File: config.mk
export PLATFORM = sky130hd
export DESIGN_NAME = des_round_ctrl
export DESIGN_NICKNAME = d
export VERILOG_FILES = /design/src/rtl/des_pkg.sv /design/src/rtl/SBoxArray.sv /design/src/rtl/des_round_ctrl.sv
export SDC_FILE = /design/constraint.sdc
export NUM_CORES = 1
export LEC_CHECK = 0
export ABC_AREA = 1
export CORE_ASPECT_RATIO = 0.9
export CORE_MARGIN = 1.5
export CORE_UTILIZATION = 50
export DETAILED_ROUTE_END_ITERATION = 8
export PLACE_DENSITY = 0.88
export SYNTH_ARGS = -nofsm -noshare
export SYNTH_HDL_FRONTEND = slang
export SYNTH_SLANG_ARGS = --single-unit
File: constraint.sdc
create_clock -name clk -period 4.09 [get_ports clk]
set_clock_uncertainty 0.05 [all_clocks]
set_input_delay 1.0225 -clock clk [delete_from_list [all_inputs] [get_ports clk]]
set_output_delay 1.0225 -clock clk [all_outputs]
set_load 0.02 [all_outputs]
File: src/rtl/des_pkg.sv
// DES constants shared by the round controller: permutation tables, key shift
// schedule, S-box contents, controller state encoding and the permutation helpers.
package des_pkg;

   typedef enum logic [1:0] {IDLE, LOAD, ROUND, DONE} state_t;

   localparam int SHIFT [16] = '{1, 1, 2, 2, 2, 2, 2, 2, 1, 2, 2, 2, 2, 2, 2, 1};

   // Tables use DES numbering: entry j names the 1-based source bit, bit 1 = MSB.
   localparam int IP_T [64] = '{
      58, 50, 42, 34, 26, 18, 10, 2, 60, 52, 44, 36, 28, 20, 12, 4,
      62, 54, 46, 38, 30, 22, 14, 6, 64, 56, 48, 40, 32, 24, 16, 8,
      57, 49, 41, 33, 25, 17,  9, 1, 59, 51, 43, 35, 27, 19, 11, 3,
      61, 53, 45, 37, 29, 21, 13, 5, 63, 55, 47, 39, 31, 23, 15, 7};

   localparam int FP_T [64] = '{
      40, 8, 48, 16, 56, 24, 64, 32, 39, 7, 47, 15, 55, 23, 63, 31,
      38, 6, 46, 14, 54, 22, 62, 30, 37, 5, 45, 13, 53, 21, 61, 29,
      36, 4, 44, 12, 52, 20, 60, 28, 35, 3, 43, 11, 51, 19, 59, 27,
      34, 2, 42, 10, 50, 18, 58, 26, 33, 1, 41,  9, 49, 17, 57, 25};

   localparam int E_T [48] = '{
      32,  1,  2,  3,  4,  5,  4,  5,  6,  7,  8,  9,  8,  9, 10, 11,
      12, 13, 12, 13, 14, 15, 16, 17, 16, 17, 18, 19, 20, 21, 20, 21,
      22, 23, 24, 25, 24, 25, 26, 27, 28, 29, 28, 29, 30, 31, 32,  1};

   localparam int P_T [32] = '{
      16,  7, 20, 21, 29, 12, 28, 17,  1, 15, 23, 26,  5, 18, 31, 10,
       2,  8, 24, 14, 32, 27,  3,  9, 19, 13, 30,  6, 22, 11,  4, 25};

   localparam int PC1_T [56] = '{
      57, 49, 41, 33, 25, 17,  9,  1, 58, 50, 42, 34, 26, 18,
      10,  2, 59, 51, 43, 35, 27, 19, 11,  3, 60, 52, 44, 36,
      63, 55, 47, 39, 31, 23, 15,  7, 62, 54, 46, 38, 30, 22,
      14,  6, 61, 53, 45, 37, 29, 21, 13,  5, 28, 20, 12,  4};

   localparam int PC2_T [48] = '{
      14, 17, 11, 24,  1,  5,  3, 28, 15,  6, 21, 10,
      23, 19, 12,  4, 26,  8, 16,  7, 27, 20, 13,  2,
      41, 52, 31, 37, 47, 55, 30, 40, 51, 45, 33, 48,
      44, 49, 39, 56, 34, 53, 46, 42, 50, 36, 29, 32};

   // One 256-bit word per S-box: rows 0..3 of 16 nibbles, column 0 in the top nibble.
   localparam logic [255:0] SBOX [8] = '{
      256'hE4D12FB83A6C5907_0F74E2D1A6CB9538_41E8D62BFC973A50_FC8249175B3EA06D,
      256'hF18E6B34972DC05A_3D47F28EC01A69B5_0E7BA4D158C6932F_D8A13F42B67C05E9,
      256'hA09E63F51DC7B428_D709346A285ECBF1_D6498F30B12C5AE7_1AD069874FE3B52C,
      256'h7DE3069A1285BC4F_D8B56F03472C1AE9_A690CB7DF13E5284_3F06A1D8945BC72E,
      256'h2C417AB6853FD0E9_EB2C47D150FA3986_421BAD78F9C5630E_B8C71E2D6F09A453,
      256'hC1AF92680D34E75B_AF427C9561DE0B38_9EF528C3704A1DB6_432C95FABE17608D,
      256'h4B2EF08D3C975A61_D0B7491AE35C2F86_14BDC37EAF680592_6BD814A7950FE23C,
      256'hD2846FB1A93E50C7_1FD8A374C56B0E92_7B419CE206ADF358_21E74A8DFC90356B};

   function automatic logic [63:0] ip(input logic [63:0] b);
      logic [63:0] o;
      o = '0;
      for (int j = 0; j < 64; j++) o[6'(63 - j)] = b[6'(64 - IP_T[j])];
      return o;
   endfunction

   function automatic logic [63:0] fp(input logic [63:0] b);
      logic [63:0] o;
      o = '0;
      for (int j = 0; j < 64; j++) o[6'(63 - j)] = b[6'(64 - FP_T[j])];
      return o;
   endfunction

   function automatic logic [47:0] expand(input logic [31:0] b);
      logic [47:0] o;
      o = '0;
      for (int j = 0; j < 48; j++) o[6'(47 - j)] = b[5'(32 - E_T[j])];
      return o;
   endfunction

   function automatic logic [31:0] perm_p(input logic [31:0] b);
      logic [31:0] o;
      o = '0;
      for (int j = 0; j < 32; j++) o[5'(31 - j)] = b[5'(32 - P_T[j])];
      return o;
   endfunction

   function automatic logic [55:0] pc1(input logic [63:0] b);
      logic [55:0] o;
      o = '0;
      for (int j = 0; j < 56; j++) o[6'(55 - j)] = b[6'(64 - PC1_T[j])];
      return o;
   endfunction

   function automatic logic [47:0] pc2(input logic [55:0] b);
      logic [47:0] o;
      o = '0;
      for (int j = 0; j < 48; j++) o[6'(47 - j)] = b[6'(56 - PC2_T[j])];
      return o;
   endfunction

endpackage

File: src/rtl/SBoxArray.sv
// Combinational bank of the eight DES S-boxes: 48-bit E(R)^K in, 32-bit result out.
module SBoxArray
   import des_pkg::*;
(
   input  logic [47:0] xor_result,
   output logic [31:0] sbox_out
);

   for (genvar i = 0; i < 8; i++) begin : g_sbox
      localparam logic [255:0] TAB = SBOX[i];
      logic [5:0] six;
      logic [5:0] idx;
      assign six = xor_result[47-6*i -: 6];
      assign idx = {six[5], six[0], six[4:1]};
      // Nibble idx sits at bit 255-4*idx, which is exactly {~idx, 2'b11}.
      assign sbox_out[31-4*i -: 4] = TAB[{~idx, 2'b11} -: 4];
   end

endmodule

File: src/rtl/des_round_ctrl.sv
// Iterative DES controller, one Feistel round per clock with on-the-fly key schedule.
// Define DES_DECRYPT_EN to add the in_decrypt port and the reverse key schedule.
module des_round_ctrl
   import des_pkg::*;
#(
   parameter int NUM_ROUNDS = 16
) (
   input  logic        clk,
   input  logic        rst_n,
   input  logic        in_valid,
   output logic        in_ready,
   input  logic [63:0] in_block,
   input  logic [63:0] in_key,
`ifdef DES_DECRYPT_EN
   input  logic        in_decrypt,
`endif
   output logic        out_valid,
   input  logic        out_ready,
   output logic [63:0] out_block,
   output logic        busy
);

   state_t      state;
   logic [3:0]  cnt;
   logic [31:0] l, r, r_nx, sb;
   logic [27:0] c, d, c_nx, d_nx;
   logic [47:0] ki, xr;
   int          sh;
`ifdef DES_DECRYPT_EN
   logic        dec;
`endif

   function automatic logic [27:0] rotl(input logic [27:0] x, input int n);
      return (n == 2) ? {x[25:0], x[27:26]} : (n == 1) ? {x[26:0], x[27]} : x;
   endfunction

   function automatic logic [27:0] rotr(input logic [27:0] x, input int n);
      return (n == 2) ? {x[1:0], x[27:2]} : (n == 1) ? {x[0], x[27:1]} : x;
   endfunction

   always_comb begin
      sh   = SHIFT[cnt];
      c_nx = rotl(c, sh);
      d_nx = rotl(d, sh);
`ifdef DES_DECRYPT_EN
      // Decrypt walks the schedule backwards; K16 comes straight from C0/D0.
      if (dec) begin
         c_nx = (cnt == '0) ? c : rotr(c, sh);
         d_nx = (cnt == '0) ? d : rotr(d, sh);
      end
`endif
   end

   assign ki   = pc2({c_nx, d_nx});
   assign xr   = expand(r) ^ ki;
   assign r_nx = l ^ perm_p(sb);

   SBoxArray u_sbox (
      .xor_result (xr),
      .sbox_out   (sb)
   );

   always_ff @(posedge clk or negedge rst_n) begin
      if (!rst_n) begin
         state     <= IDLE;
         in_ready  <= 1'b1;
         out_valid <= 1'b0;
         busy      <= 1'b0;
         out_block <= '0;
         cnt       <= '0;
         l         <= '0;
         r         <= '0;
         c         <= '0;
         d         <= '0;
`ifdef DES_DECRYPT_EN
         dec       <= 1'b0;
`endif
      end else begin
         case (state)
            IDLE: if (in_valid) begin
               {l, r}   <= ip(in_block);
               {c, d}   <= pc1(in_key);
`ifdef DES_DECRYPT_EN
               dec      <= in_decrypt;
`endif
               in_ready <= 1'b0;
               busy     <= 1'b1;
               state    <= LOAD;
            end
            LOAD: begin
               cnt   <= '0;
               state <= ROUND;
            end
            ROUND: begin
               l <= r;
               r <= r_nx;
               c <= c_nx;
               d <= d_nx;
               if (cnt == 4'(NUM_ROUNDS - 1)) begin
                  // Counter parks on the last round; LOAD clears it for the next block.
                  out_block <= fp({r_nx, r});
                  out_valid <= 1'b1;
                  busy      <= 1'b0;
                  state     <= DONE;
               end else begin
                  cnt <= cnt + 4'd1;
               end
            end
            DONE: if (out_ready) begin
               out_valid <= 1'b0;
               in_ready  <= 1'b1;
               state     <= IDLE;
            end
            default: state <= IDLE;
         endcase
      end
   end

endmodule

==> impl_metrics.tcl <==
set metrics [dict create \
    intPower_mw 3.12 \
    initial_utilization_pct 51.0 \
    nets 980 \
    setup-tns-final_ns 0 \
    layout_min_cycle_time_ns 3.21 \
    hold_path_class "reg2reg" \
    hold-worst-slack_ns 0.436 \
    drc 0 \
    grt_pass1_vias 4902 \
    place.gp.congestion 0.902 \
    clkPwrFrac_pct 12.1 \
    grt_start_max_net_pins 67 \
    worstPathRequired_ns 4.28 \
    clk_path_buf_depth 2 \
    crit_chain "inv_1 > ha_1 > nand3_1 > nand3_1 > nand2_1 > nand2_1 > nand2_1 > nand2_1 > ha_1 > inv_1 > nand2_1 > nand3_1 > nand2_1 > nand2_1 > nand2_1 > nand2_1 > nand2_1 > nand2_1 > nand3_1 > nand2_1" \
    cp_data_arrival_time_ns 3.40 \
    ctsResizeCount 0 \
    hp-start "busy" \
    io_buffers 50 \
    max_slew_margin_pct 43.6 \
    synth_top_family_by_area "simple AND/OR/NAND/NOR gates" \
    core_region_area_um2 11400 \
    outcome "finished, final reports clean" \
    drtIter0Drc 519 \
    vias_per_cell 5.42 \
    power_leakage_nw 3.22 \
    timing.fmax_mhz 311 \
    cap_violations 0 \
    hold_buffers 0 \
    pwr-share-comb_pct 66.9 \
    clkSlewWorstSetupHoldPaths_ns 0.07 \
    grt-ovfl-total 0 \
    slowest_delay_ns 0.45 \
    synthToLayoutAreaGrowth_pct 12.8 \
    power_density_nw_per_um2 1030 \
    r2r_setup_slack_ns 0.88 \
    fp.dieW_um 117 \
    endpoint_kind "flip-flop" \
    synth_area_um2 5810 \
    synth_fa_ha_area_share_pct 5.39 \
    ys_seq_area_share_pct 37.9 \
    die_area_um2 12300 \
    finalSetupViolCount 0 \
    dpl.hpwl_um 9760 \
    r2r-start "cnt[1]" \
    pin_count 199 \
    dr.pass1.iters 6 \
    critPathMaxFanout 13 \
    diodes 0 \
    vias 5338 \
    crit_top_cell "nand2_1" \
    clkLatencyLatePin_ns 0.35 \
    antenna_found_initial 0 \
    synthXorXnorAreaFrac_pct 1.94 \
    synthesis.instances 780 \
    syn_area_per_cell_um2 7.45 \
    final_common_cell "nand2_1" \
    row_count 37 \
    synth_simple_gate_area_share_pct 27.3 \
    tightestPinTransition_ns 0.841 \
    layout_common_cells "191 x nand2_1, 133 x nand3_1, 87 x dfrtp_1, 85 x inv_1" \
    post-cts-setup-buffers 0 \
    cts_root_buffer "clkbuf_16" \
    finalCritPeriodShare_pct 78.5 \
    crit_slowest_cell "nand3_1" \
    rsz0062_at_grt "false" \
    detail_route.wl_per_cell_um 14.1 \
    synth-compound-area-share_pct 13.2 \
    die_h_um 105 \
    ir_drop_mv 0.562 \
    grt_pass1_wl_um 23200 \
    ant_nets 0 \
    numCtsBuffers 9 \
    start_kind "flip-flop" \
    ys_ff_latch 88 \
    postRouteWirelength_um 13900 \
    cts_htree_levels 3 \
    hold_viol_final 0 \
    p_sw_share_pct 53.9 \
    grt_usage_pct 24.0 \
    clock_sinks 88 \
    drive_above_1_share_pct 6.16 \
    slew_violations 0 \
    seqPwrFrac_pct 21.0 \
    cp-startpoint "cnt[1]" \
    path_class "reg2reg" \
    synthMuxAreaShare_pct 0 \
    yosysUniqueCellTypes 35 \
    p_switching_mw 3.65 \
    yosys_warnings 0 \
    cts_tree "done" \
]
[area by class of cell]
type | instances | area (um2)
fillers | 1006 | 4840
multi-input cells | 575 | 2960
flip-flops and latches | 88 | 2200
repair buffers | 57 | 551
inverters | 92 | 345
clock buffers | 9 | 225
well taps | 156 | 195
clock inverters | 7 | 73.8
[kinds of logic after synthesis]
group	Yosys count
adder cells (fa/ha/maj)	25
flip-flops	88
AO/OA/AOI/OAI	130
XOR/XNOR	12
other	1
AND/OR/NAND/NOR	360
buffers and inverters	164
[through the flow]
stage               std cells  area, um2  utilization [%]  power (mW)  setup WS (ns)
floorplan                 827       5980                -        4.94           1.50
global placement          968       6250             54.9        5.70          0.688
detailed placement        968       6250             54.9        5.85          0.632
CTS                       984       6550             57.5        6.69          0.953
global route              984       6550             57.5        7.45          0.521
finish                    984       6550             57.5        6.78          0.878
[power groups by stage]
stage / clock network (mW) / logic, mW / registers, mW
2_1_floorplan: 0 / 3.55 / 1.39
3_3_place_gp: 0 / 4.28 / 1.41
3_5_place_dp: 0 / 4.42 / 1.43
4_1_cts: 0.825 / 4.45 / 1.42
5_1_grt: 0.870 / 5.12 / 1.46
6_report: 0.821 / 4.53 / 1.42
[cells in the mapped netlist, drive strengths merged]
master / instances / share of area, %
nand2: 194 / 13
nand3: 137 / 12
inv: 91 / 5.9
dfrtp: 87 / 37
o21ai: 72 / 6.9
buf: 58 / 7.4
o22ai: 28 / 3.0
ha: 25 / 5.4
nor2: 18 / 1.2
a21oi: 17 / 1.5
clkbuf: 14 / 0.90
xor2: 12 / 1.9
o211ai: 6 / 0.78
o221ai: 6 / 0.90
nand3b: 3 / 0.39
nand4: 3 / 0.32
or2: 2 / 0.22
a31oi: 1 / 0.11
and2: 1 / 0.11
clkinv: 1 / 0.065
conb: 1 / 0.065
dfstp: 1 / 0.45
nor3: 1 / 0.086
nor3b: 1 / 0.13
[path summary, 6_finish.rpt]
check / to / cells past startpoint
max: r[10] / 20
min: busy / 2
max reg2reg: r[10] / 20
min reg2reg: busy / 2
max in group asynchronous: r[6] / 2
min in group asynchronous: out_block[13] / 1
[routing by layer]
metal | vias up | wire, um | track usage [%]
li1 | 2572 | - | -
met1 | 2500 | 6050 | 32.8
met2 | 246 | 6460 | 38.5
met3 | 20 | 1110 | 4.26
met4 | 0 | 274 | 8.69
met5 | - | 0 | 0
[sequential cells by signal, summed over array words and instances (netlist names)]
signal and count:
d 28, out_valid 1, busy 1, in_ready 1, state 2, out_block 16, r 20, l 15
cnt 4
[critical path: cells and delay by family, from the launching register on]
family                   cells  cell delay (ns)
adder cells (fa/ha/maj)      2             0.57
buffers and inverters        2             0.16
flip-flops                   1             0.42
AND/OR/NAND/NOR             16             1.91
Note: power is estimated with default switching activity, not from simulation.
